[src/rtl/fcvt_pkg.sv]
// Shared types and constants for the float-to-int converter arbiter.
package fcvt_pkg;

    typedef enum logic [1:0] {
        S_IDLE,
        S_LAUNCH,
        S_WAIT,
        S_RESP
    } state_t;

    localparam int unsigned DEFAULT_TIMEOUT = 64;
    localparam logic [31:0] ERR_RESULT      = 32'h0;

endpackage

[src/rtl/rr_arbiter.sv]
// Round-robin arbiter: grants the first valid index strictly after ptr, wrapping.
module rr_arbiter #(
    parameter int unsigned NREQ = 2,
    parameter int unsigned IDXW = (NREQ > 1) ? $clog2(NREQ) : 1
) (
    input  logic [NREQ-1:0] valid,
    input  logic [IDXW-1:0] ptr,
    output logic [NREQ-1:0] grant,
    output logic [IDXW-1:0] grant_idx,
    output logic            grant_any
);

    localparam int unsigned CW = IDXW + 1;

    logic [CW-1:0] cand;

    always_comb begin
        grant     = '0;
        grant_idx = '0;
        grant_any = 1'b0;
        cand      = '0;
        for (int unsigned off = 1; off <= NREQ; off++) begin
            // One extra bit so ptr+off cannot overflow before the wrap.
            cand = {1'b0, ptr} + CW'(off);
            if (cand >= CW'(NREQ)) begin
                cand = cand - CW'(NREQ);
            end
            if (!grant_any && valid[cand[IDXW-1:0]]) begin
                grant_any                = 1'b1;
                grant[cand[IDXW-1:0]]    = 1'b1;
                grant_idx                = cand[IDXW-1:0];
            end
        end
    end

endmodule

[src/rtl/fcvt_arbiter.sv]
// Shares one single-shot float_to_int converter between NREQ requesters with
// round-robin grant, one conversion in flight, tag echo and a timeout watchdog.
module fcvt_arbiter
    import fcvt_pkg::*;
#(
    parameter int unsigned NREQ    = 2,
    parameter int unsigned TAGW    = 4,
    parameter int unsigned TIMEOUT = DEFAULT_TIMEOUT
) (
    input  logic                      clk,
    input  logic                      rst,
    input  logic [NREQ-1:0]           req_valid,
    output logic [NREQ-1:0]           req_ready,
    input  logic [NREQ*32-1:0]        req_a,
    input  logic [NREQ*TAGW-1:0]      req_tag,
    output logic                      rsp_valid,
    input  logic                      rsp_ready,
    output logic [31:0]               rsp_z,
    output logic [$clog2(NREQ)-1:0]   rsp_src,
    output logic [TAGW-1:0]           rsp_tag,
    output logic                      rsp_err,
    output logic [31:0]               cvt_a,
    output logic                      cvt_rst,
    input  logic [31:0]               cvt_z,
    input  logic                      cvt_stb
);

    localparam int unsigned IDXW = $clog2(NREQ);
    localparam int unsigned CNTW = $clog2(TIMEOUT);

    state_t              state_q, state_d;
    logic [IDXW-1:0]     rr_q, rr_d;
    logic [IDXW-1:0]     src_q, src_d;
    logic [TAGW-1:0]     tag_q, tag_d;
    logic [31:0]         cvt_a_q, cvt_a_d;
    logic [31:0]         z_q, z_d;
    logic                err_q, err_d;
    logic [CNTW-1:0]     cnt_q, cnt_d;

    logic [NREQ-1:0]     grant;
    logic [IDXW-1:0]     grant_idx;
    logic                grant_any;
    logic                timeout_hit;

    rr_arbiter #(
        .NREQ (NREQ),
        .IDXW (IDXW)
    ) u_rr (
        .valid     (req_valid),
        .ptr       (rr_q),
        .grant     (grant),
        .grant_idx (grant_idx),
        .grant_any (grant_any)
    );

    assign timeout_hit = (cnt_q == CNTW'(TIMEOUT - 1));

    always_ff @(posedge clk or posedge rst) begin
        if (rst) begin
            state_q <= S_IDLE;
            rr_q    <= IDXW'(NREQ - 1);
            src_q   <= '0;
            tag_q   <= '0;
            cvt_a_q <= '0;
            z_q     <= '0;
            err_q   <= 1'b0;
            cnt_q   <= '0;
        end else begin
            state_q <= state_d;
            rr_q    <= rr_d;
            src_q   <= src_d;
            tag_q   <= tag_d;
            cvt_a_q <= cvt_a_d;
            z_q     <= z_d;
            err_q   <= err_d;
            cnt_q   <= cnt_d;
        end
    end

    always_comb begin
        state_d = state_q;
        case (state_q)
            S_IDLE:   if (grant_any) state_d = S_LAUNCH;
            S_LAUNCH: state_d = S_WAIT;
            S_WAIT:   if (cvt_stb || timeout_hit) state_d = S_RESP;
            S_RESP:   if (rsp_ready) state_d = S_IDLE;
            default:  state_d = S_IDLE;
        endcase
    end

    always_comb begin
        rr_d    = rr_q;
        src_d   = src_q;
        tag_d   = tag_q;
        cvt_a_d = cvt_a_q;
        z_d     = z_q;
        err_d   = err_q;
        cnt_d   = cnt_q;
        case (state_q)
            S_IDLE: begin
                if (grant_any) begin
                    rr_d    = grant_idx;
                    src_d   = grant_idx;
                    cvt_a_d = req_a[int'(grant_idx)*32 +: 32];
                    tag_d   = req_tag[int'(grant_idx)*TAGW +: TAGW];
                end
            end
            S_LAUNCH: cnt_d = '0;
            S_WAIT: begin
                cnt_d = cnt_q + 1'b1;
                // A strobe on the timeout cycle still counts as a good result.
                if (cvt_stb) begin
                    z_d   = cvt_z;
                    err_d = 1'b0;
                end else if (timeout_hit) begin
                    z_d   = ERR_RESULT;
                    err_d = 1'b1;
                end
            end
            default: ;
        endcase
    end

    always_comb begin
        req_ready = '0;
        rsp_valid = 1'b0;
        cvt_rst   = 1'b1;
        case (state_q)
            S_IDLE:  if (!rst) req_ready = grant;
            S_WAIT:  cvt_rst = 1'b0;
            S_RESP:  rsp_valid = 1'b1;
            default: ;
        endcase
    end

    assign rsp_z   = z_q;
    assign rsp_src = src_q;
    assign rsp_tag = tag_q;
    assign rsp_err = err_q;
    assign cvt_a   = cvt_a_q;

endmodule

[config.mk]
export PLATFORM = sky130hd
export DESIGN_NAME = fcvt_arbiter
export DESIGN_NICKNAME = d
export VERILOG_FILES = /design/src/rtl/fcvt_pkg.sv /design/src/rtl/rr_arbiter.sv /design/src/rtl/fcvt_arbiter.sv
export SDC_FILE = /design/constraint.sdc
export NUM_CORES = 1
export LEC_CHECK = 0
export CORE_ASPECT_RATIO = 2
export CORE_MARGIN = 4
export CORE_UTILIZATION = 35
export DETAILED_ROUTE_END_ITERATION = 10
export GPL_TIMING_DRIVEN = 0
export PLACE_DENSITY = 0.76
export SLEW_MARGIN = 10
export SYNTH_ARGS = -nofsm -noshare
export SYNTH_HDL_FRONTEND = slang
export SYNTH_SLANG_ARGS = --single-unit
export TNS_END_PERCENT = 5
[constraint.sdc]
create_clock -name clk -period 2.7 [get_ports clk]
set_input_delay 0.405 -clock clk [delete_from_list [all_inputs] [get_ports clk]]
set_output_delay 0.405 -clock clk [all_outputs]
set_load 0.01 [all_outputs]
== After elaboration in Yosys (flattened, before gate mapping) ==
Index checks and enable logic that the tools add are counted.

* Memories: 0
* Bits in writable memories: 0
* Output and inout bits: 74
* Input port bits: 110
* Word-level logic and storage cells: 69
* Register bits after elaboration: 79
* Memory bits (read-only): 0
* Latch bits: 0

* Div/mod/pow operators: 0
* Add/sub/neg operators: 5
* Multiplexer cells: 29
* Shift operators: 2
* Bitwise operators: 1
* Magnitude comparators: 6
* Equality and inequality tests: 7
* Multipliers: 0
* Reductions and logical operators: 11

{| class="wikitable"
|+ Operator list
! cell !! count
|-
| $mux 32 || 2
|-
| $shiftx 64x7->32 || 1
|-
| $mux 1 || 16
|-
| $mux 2 || 7
|-
| $pmux 6 s2 || 1
|-
| $pmux 2 s4 || 1
|-
| $shiftx 8x4->4 || 1
|-
| $add 6x1->6 const B || 1
|-
| $eq 6x6->1 const B || 1
|-
| $ne 2x2->1 const B || 3
|-
| $eq 2x2->1 const B || 2
|-
| $ge 2x2->1 const B || 2
|-
| $lt 1x2->1 const B || 2
|-
| $reduce_and 2->1 || 2
|-
| $reduce_bool 2->1 || 2
|-
| $logic_and 1x1->1 || 3
|-
| $reduce_and 3->1 || 1
|-
| $add 1x1->2 const B || 1
|-
| $add 1x2->2 const B || 1
|-
| $demux 1 s1 || 2
|-
| $eq 2x1->1 const B || 1
|-
| $ge 1x1->1 const B || 2
|-
| $logic_not 2->1 || 1
|-
| $or 2x2->2 || 1
|-
| 3 further kinds || 4
|}

== Depth between registers and ports, before layout ==
Gate-level depths: netlist (run 1).

* Word-level depth: 12
* Gate-level depth with buffers: 7
* Depth with buffers taken out: 6

== By module ==
A second synthesis (run 1) with hierarchy kept.

* Cell total of the unflattened synthesis: 370
* Area, all modules: 3729.8 µm²

{| class="wikitable"
|+ By module, submodules not included
! module !! sequential area each (µm²) !! area each (µm²) !! instances !! cells an instance
|-
| fcvt_arbiter || 1978.1 || 3697.3 || 1 || 365
|-
| rr_arbiter || 0.0 || 32.5 || 1 || 5
|}

== Least setup slack after synthesis (run 1) ==
No wires, ideal clock.

* Path type: input -> output
* Start point: in rst
* End point: out req_ready[0]
* Buffers on the path: 0
* Setup slack: -0.211 ns
* Data arrival time: 2.506 ns
* Stages on the path: 2
* Required time: 2.295 ns
* Cell sequence: inv_1 o2111a_1

* Word-level cells in the longest chain between the ends: 2

{| class="wikitable"
|+ Ends and longest elaborated chain
! what !! line !! RTL
|-
| from (decl) || fcvt_arbiter.sv:11 || <nowiki>input logic rst,</nowiki>
|-
| $mux 2 || fcvt_arbiter.sv:129 || <nowiki>S_IDLE: if (!rst) req_ready = grant;</nowiki>
|-
| $mux 2 || fcvt_arbiter.sv:128 || <nowiki>case (state_q)</nowiki>
|-
| to (decl) || fcvt_arbiter.sv:13 || <nowiki>output logic [NREQ-1:0] req_ready,</nowiki>
|}

No other way between the ends.

== Worst setup path in the final report (run 1) ==
* Start point: in req_valid[0]
* End point: out req_ready[1]

* Word-level cells in the longest chain between the ends: 8
* Elaborated cells on any way between the ends: 12
* Classes of those cells: mux: 9; bitwise: 1; reduce/logical: 2

{| class="wikitable"
|+ Ends and longest elaborated chain
! what !! line !! RTL
|-
| from (decl) || fcvt_arbiter.sv:12 || <nowiki>input logic [NREQ-1:0] req_valid,</nowiki>
|-
| $mux 1 (implied by the code) (2 in series) || rr_arbiter.sv:28 || <nowiki>if (!grant_any && valid[cand[IDXW-1:0]]) begin</nowiki>
|-
| $mux 1 || rr_arbiter.sv:28 ||
|-
| $logic_not 1->1 || rr_arbiter.sv:28 ||
|-
| $logic_and 1x1->1 || rr_arbiter.sv:28 ||
|-
| $mux 2 (*) || rr_arbiter.sv:28 ||
|-
| $mux 2 (*) || fcvt_arbiter.sv:129 ||
|-
| $mux 2 (*) || fcvt_arbiter.sv:128 ||
|}

Every way passes the cells marked *; elsewhere a longest branch is shown, timed or not. The select of a mux whose other input is x is not followed.

==> out/metrics.yaml, run 1 <==
outcome:
  status: "finished clean"
clocking:
  cts-buffers-inserted: 9
  clk_latency_ps: 330
  cts_tree: "yes"
  clock_sinks: 79
  cts_buffer_depth: 2
  root_buffer: "clkbuf_16"
  clk_pin_slew_ps: 60
  postCtsSetupBuffers: 0
  htree_num_levels: 3
synth:
  yosysTopAreaCellShare_pct: 57.7
  synthFlopType: "dfrtp_1"
  synthCells: 291
  synth-seq-cells: 79
  synth.distinct_cells: 31
  synth-edff-count: 0
  synth_top_area_cell: "dfrtp_1"
  netlist_area_sq_mm: 0.00338
  syn_avg_cell_area_sq_um: 11.6
  yosysSeqAreaShare_pct: 58.5
  synth_common_cells: "dfrtp_1, nand2_1, mux2i_1"
  async_flop_share_pct: 100
  ys_top_cells_by_area: "dfrtp_1, mux2i_1, a22o_1, nand2_1, o21ai_0"
  yosys_warnings: 0
  synth_most_common_cell: "dfrtp_1"
  synth_nets: 405
finish:
  diodes: 0
  fin_cells: 597
  drive_gt1_share_pct: 7.30
  area_delta_synth_final_pct: 69.1
  fin_nets: 602
  fin_util_pct: 60.9
  fillerInstances: 795
timing:
  hold_viol: 0
  finalCritPeriodShare_pct: 96.5
  setup_violations: 0
  fin_setup_tns_ps: 0
  fin_hold_ws_ps: 438
  drv_slew: 0
  rsz0062_at_grt: "false"
  fin_skew_ps: 7.92
  tightest_slew_ps: 788
  min_period_ps: 2600
  relSlewSlack_pct: 47.2
  timing.fmax_ghz: 0.384
floorplan:
  rows: 50
  die_area_sq_mm: 0.0114
  die_y_um: 147
  die_w_um: 77.5
  pin_count: 184
  core_sq_mm: 0.00938
  start_util_pct: 36.0
pwr:
  clockPowerShare_pct: 20.9
  p_sw_mw: 2.02
  worst_ir_drop_vdd_mv: 0.791
  p_int_mw: 4.01
  combPwrFrac_pct: 45.7
  p_seq_share_pct: 33.5
  p_leak_nw: 2.52
  p_sw_share_pct: 33.5
  power.density_mw_per_mm2: 1050
  totalPowerFinal_mw: 6.03
global_route:
  grt_max_degree: 36
  antenna_found_initial: 0
  grt_pass1_wl_mm: 16.7
  grt_pass1_vias: 3324
  grt_overflow: 0
  grtUsageTotal_pct: 18.6
critical_path:
  reg2reg_to: "cvt_a[13]"
  end_kind: "output pin"
  worstRegToRegCells: 7
  ff2ff_setup_slack_ps: 890
  crit_arrival_ps: 2200
  reg2reg_from: "state_q[0]"
  required_ps: 2300
  path_max_fanout: 10
  crit_type: "in -> out"
  worstSetupStartpointType: "primary input"
drt:
  drt-wirelength-per-cell_um: 17.5
  ant_nets: 0
  drc: 0
  drt_iter0_drc: 99
  route.vias.total: 2999
  firstDrtPassIters: 4
  avgViaCountPerCell: 5.02
  routed_wl_mm: 10.5
min_path:
  hold_path.class: "in -> reg"
  min_to: "rr_q"
  hold_depth: 3
  min_from: "req_valid[1]"
place:
  numPortBuffers: 183
  hpwl_mm: 8.23
  post-place-cells: 580
  gp_congestion: 0.753
run:
  cap_violations: 0
-- critical path, cell delays in order --
cell	delay, ps
clkdlybuf4s50_1	510
a21oi_2	220
buf_6	200
buf_8	170
and3_1	160
clkdlybuf4s50_1	550
-- repair_timing --
action                                  in CTS  in global routing
gates resized for setup                      0                  2
hold buffers                                 0                  0
endpoints found under the setup margin       0                  2
hold endpoints to repair                     0                  0
-- area by class of cell --
cell class | count | area [sq um] | area share, %
clock buffers | 10 | 239 | 4.18
plain buffers | 21 | 115 | 2.01
repair buffers | 185 | 1880 | 32.9
well taps | 104 | 130 | 2.28
multi-input cells | 183 | 1260 | 22.1
repair inverters | 1 | 5.00 | 0.0875
flip-flops and latches | 79 | 1980 | 34.6
inverters | 8 | 33.8 | 0.591
clock inverters | 6 | 72.6 | 1.27
-- flip-flops by register name, indices dropped and copies added, names as in the netlist --
register / count
rsp_z: 32
cnt_q: 6
rsp_src: 1
rr_q: 1
state_q: 2
rsp_tag: 4
cvt_a: 32
rsp_err: 1
-- layout by cell type (no fill, tap or decap), types with 5 or more instances in the layout --
cell,n
a21oi_1,5
a22o_1,33
buf_2,5
clkbuf_1,12
clkbuf_16,9
clkdlybuf4s50_1,182
dfrtp_1,78
inv_1,7
mux2i_1,36
nand2_1,38
o21ai_0,23
o21ai_1,18
-- how the worst max path moves through the flow --
stage,slack [ps],cells past startpoint,from,endpoint
finish,100,6,req_valid[0],req_ready[1]
global route,9,6,req_valid[0],req_ready[1]
CTS,6,4,rst,req_ready[1]
detailed placement,-9,4,rst,req_ready[1]
global placement,-1120,4,rst,req_ready[1]
floorplan,330,2,rst,req_ready[1]
-- power groups by stage --
stage               Combinational [mW]  Sequential (mW)  Clock (mW)
floorplan                         1.03             2.24           0
global placement                  2.72             2.01           0
detailed placement                2.79             2.02           0
CTS                               2.80             2.02        1.29
global route                      3.00             2.08        1.33
finish                            2.75             2.02        1.26
-- cell families after synthesis --
group	after synthesis	synth area share [%]
compound gates	87	17.4
flops	79	58.5
simple gates	54	7.07
mux	37	11.1
xor+xnor	1	0.259
fa+ha+maj	4	1.48
buf+inv	29	4.18
-- routing by layer --
metal	global-route usage, %	part of all wire [%]
met1	18.8	35
met2	34.1	55
met3	5.89	7.6
met4	8.38	2.8
met5	0	0
-- stage by stage --
step | cell area, sq um | setup slack [ps]
detailed placement | 5390 | -8.64
CTS | 5710 | 6.27
global placement | 5350 | -1120
floorplan | 3380 | 332
global route | 5720 | 9.12
finish | 5720 | 95.4
No activity file was read; power rests on OpenSTA's default activity.
==> run 2: changes to the inputs <==
- clock period: 2.7 -> 2.15 ns (I/O delays scaled with it)
==> out/metrics.yaml, run 2 (synthesis gave the netlist of run 1 again) <==
floorplan:
  die_w_um: 77.5
  pin_count: 184
  core_sq_mm: 0.00938
  start_util_pct: 36.0
  die_area_sq_mm: 0.0114
  die_y_um: 147
  rows: 50
pwr:
  totalPowerFinal_mw: 7.70
  p_seq_share_pct: 32.9
  p_sw_share_pct: 32.1
  p_leak_nw: 2.54
  p_sw_mw: 2.47
  combPwrFrac_pct: 44.9
  worst_ir_drop_vdd_mv: 0.828
  power.density_mw_per_mm2: 1340
  clockPowerShare_pct: 22.1
  p_int_mw: 5.23
place:
  placed_area_sq_mm: 0.00540
  gp_congestion: 0.758
  numPortBuffers: 183
  post-place-cells: 580
  dp_slack_ps: -692
  hpwl_mm: 8.26
clocking:
  clk_pin_slew_ps: 60
  cts-buffers-inserted: 9
  htree_num_levels: 3
  cts_tree: "yes"
  clock_sinks: 79
  root_buffer: "clkbuf_16"
  clk_latency_ps: 330
  cts_hold_buf: 0
  cts_buffer_depth: 2
finish:
  final_cell_mix: "clkdlybuf4s50_1, dfrtp_1, nand2_1, mux2i_1, a22o_1"
  multiInputGateArea_sq_mm: 0.00128
  design_area_sq_mm: 0.00575
  fin_cells: 596
  diodes: 0
  drive_gt1_share_pct: 7.72
  fillerInstances: 787
  final_common_cell: "clkdlybuf4s50_1"
  fin_nets: 603
  area_delta_synth_final_pct: 70.1
  ff_latch_area_sq_mm: 0.00198
timing:
  layout_setup_ws_ps: 138
  fin_setup_tns_ps: 0
  relSlewSlack_pct: 57.9
  timing.fmax_ghz: 0.497
  tightest_slew_ps: 629
  fin_skew_ps: 5.44
  min_period_ps: 2010
  rsz0062_at_grt: "false"
  finalCritPeriodShare_pct: 93.6
  hold_viol: 0
  setup_violations: 0
  drv_slew: 0
global_route:
  grt_pass1_vias: 3436
  grt_max_degree: 32
  antenna_found_initial: 0
  grt_overflow: 0
  grt_pass1_wl_mm: 16.9
  grtUsageTotal_pct: 18.9
drt:
  routed_wl_mm: 10.4
  avgViaCountPerCell: 5.09
  drt_iter0_drc: 131
  firstDrtPassIters: 5
  drc: 0
  ant_nets: 0
  drt-wirelength-per-cell_um: 17.4
  route.vias.total: 3035
critical_path:
  crit_top_cell: "buf_6"
  crit_arrival_ps: 1690
  cp_cell_sequence: "a21oi_4 -> buf_6 -> buf_6 -> and3_4 -> dlygate4sd2_1"
  required_ps: 1830
  end_kind: "output pin"
  worstSetupStartpointType: "flop"
  path_max_fanout: 10
  crit_type: "reg -> out"
  crit_slowest_cell: "dfstp_2"
  cpPeakStageDelay_ps: 570
min_path:
  hold_path.class: "in -> async"
outcome:
  status: "finished clean"
run:
  cap_violations: 0
[run 2: cell count changes in the layout (fill, tap and decap cells not counted), sizes merged, moves of 2 or more]
cell,previous run,this run
dlygate4sd2,0,6
inv,11,7
clkdlybuf4s50,182,177
bufinv,1,3
buf,11,13
[run 2: layout make-up]
cell class | instances | area share [%]
Sequential cell | 79 | 34.4
Buffer | 20 | 1.87
Clock inverter | 4 | 1.65
Timing Repair inverter | 1 | 0.0870
Tap cell | 104 | 2.26
Multi-Input combinational cell | 183 | 22.2
Clock buffer | 10 | 4.15
Timing Repair Buffer | 187 | 32.8
Inverter | 8 | 0.587
[run 2: repair_timing]
action | in CTS | in global routing
gates resized for setup | 8 | 0
buffers inserted | 2 | 0
endpoints found under the setup margin | 3 | 0
[run 2: power by group through the flow]
stage	Sequential, mW	Clock, mW	Combinational, mW
CTS	2.54	1.74	3.53
finish	2.54	1.71	3.46
global placement	2.53	0	3.41
detailed placement	2.54	0	3.52
floorplan	2.81	0	1.30
global route	2.63	1.82	3.77
[run 2: metrics by stage]
step / hold slack [ps] / utilization (%)
2_1_floorplan: 392 / -
3_3_place_gp: 462 / 57.0
3_5_place_dp: 469 / 57.5
4_1_cts: 247 / 61.3
5_1_grt: 261 / 61.3
6_report: 256 / 61.3
[run 2: path summary, 6_finish.rpt]
| check | from | end | slack [ps] | cells after the start |
|---|---|---|---|---|
| worst max register to register | state_q[0] | rsp_z[19] | 290 | 7 |
| worst min-delay path | rst | cvt_a[6] | 260 | 3 |
| worst min register to register | cvt_a[1] | cvt_a[1] | 480 | 2 |
| worst max-delay path | rr_q | req_ready[1] | 140 | 5 |
| max in group asynchronous | rst | cnt_q[5] | 1430 | 4 |
| min in group clk | req_valid[1] | rr_q | 470 | 3 |
[run 2: critical path, delay by kind of cell, from the launching register on]
family          cells  cell delay [ps]
flops               1              570
buf+inv             3              530
simple gates        1              180
compound gates      1               70
[run 2: metal layers]
layer,vias up,wire length (um),GRT usage [%]
met4,0,360,8.91
met5,-,0,0
li1,1425,-,-
met2,136,5610,34.1
met3,26,783,6.44
met1,1448,3640,19.2
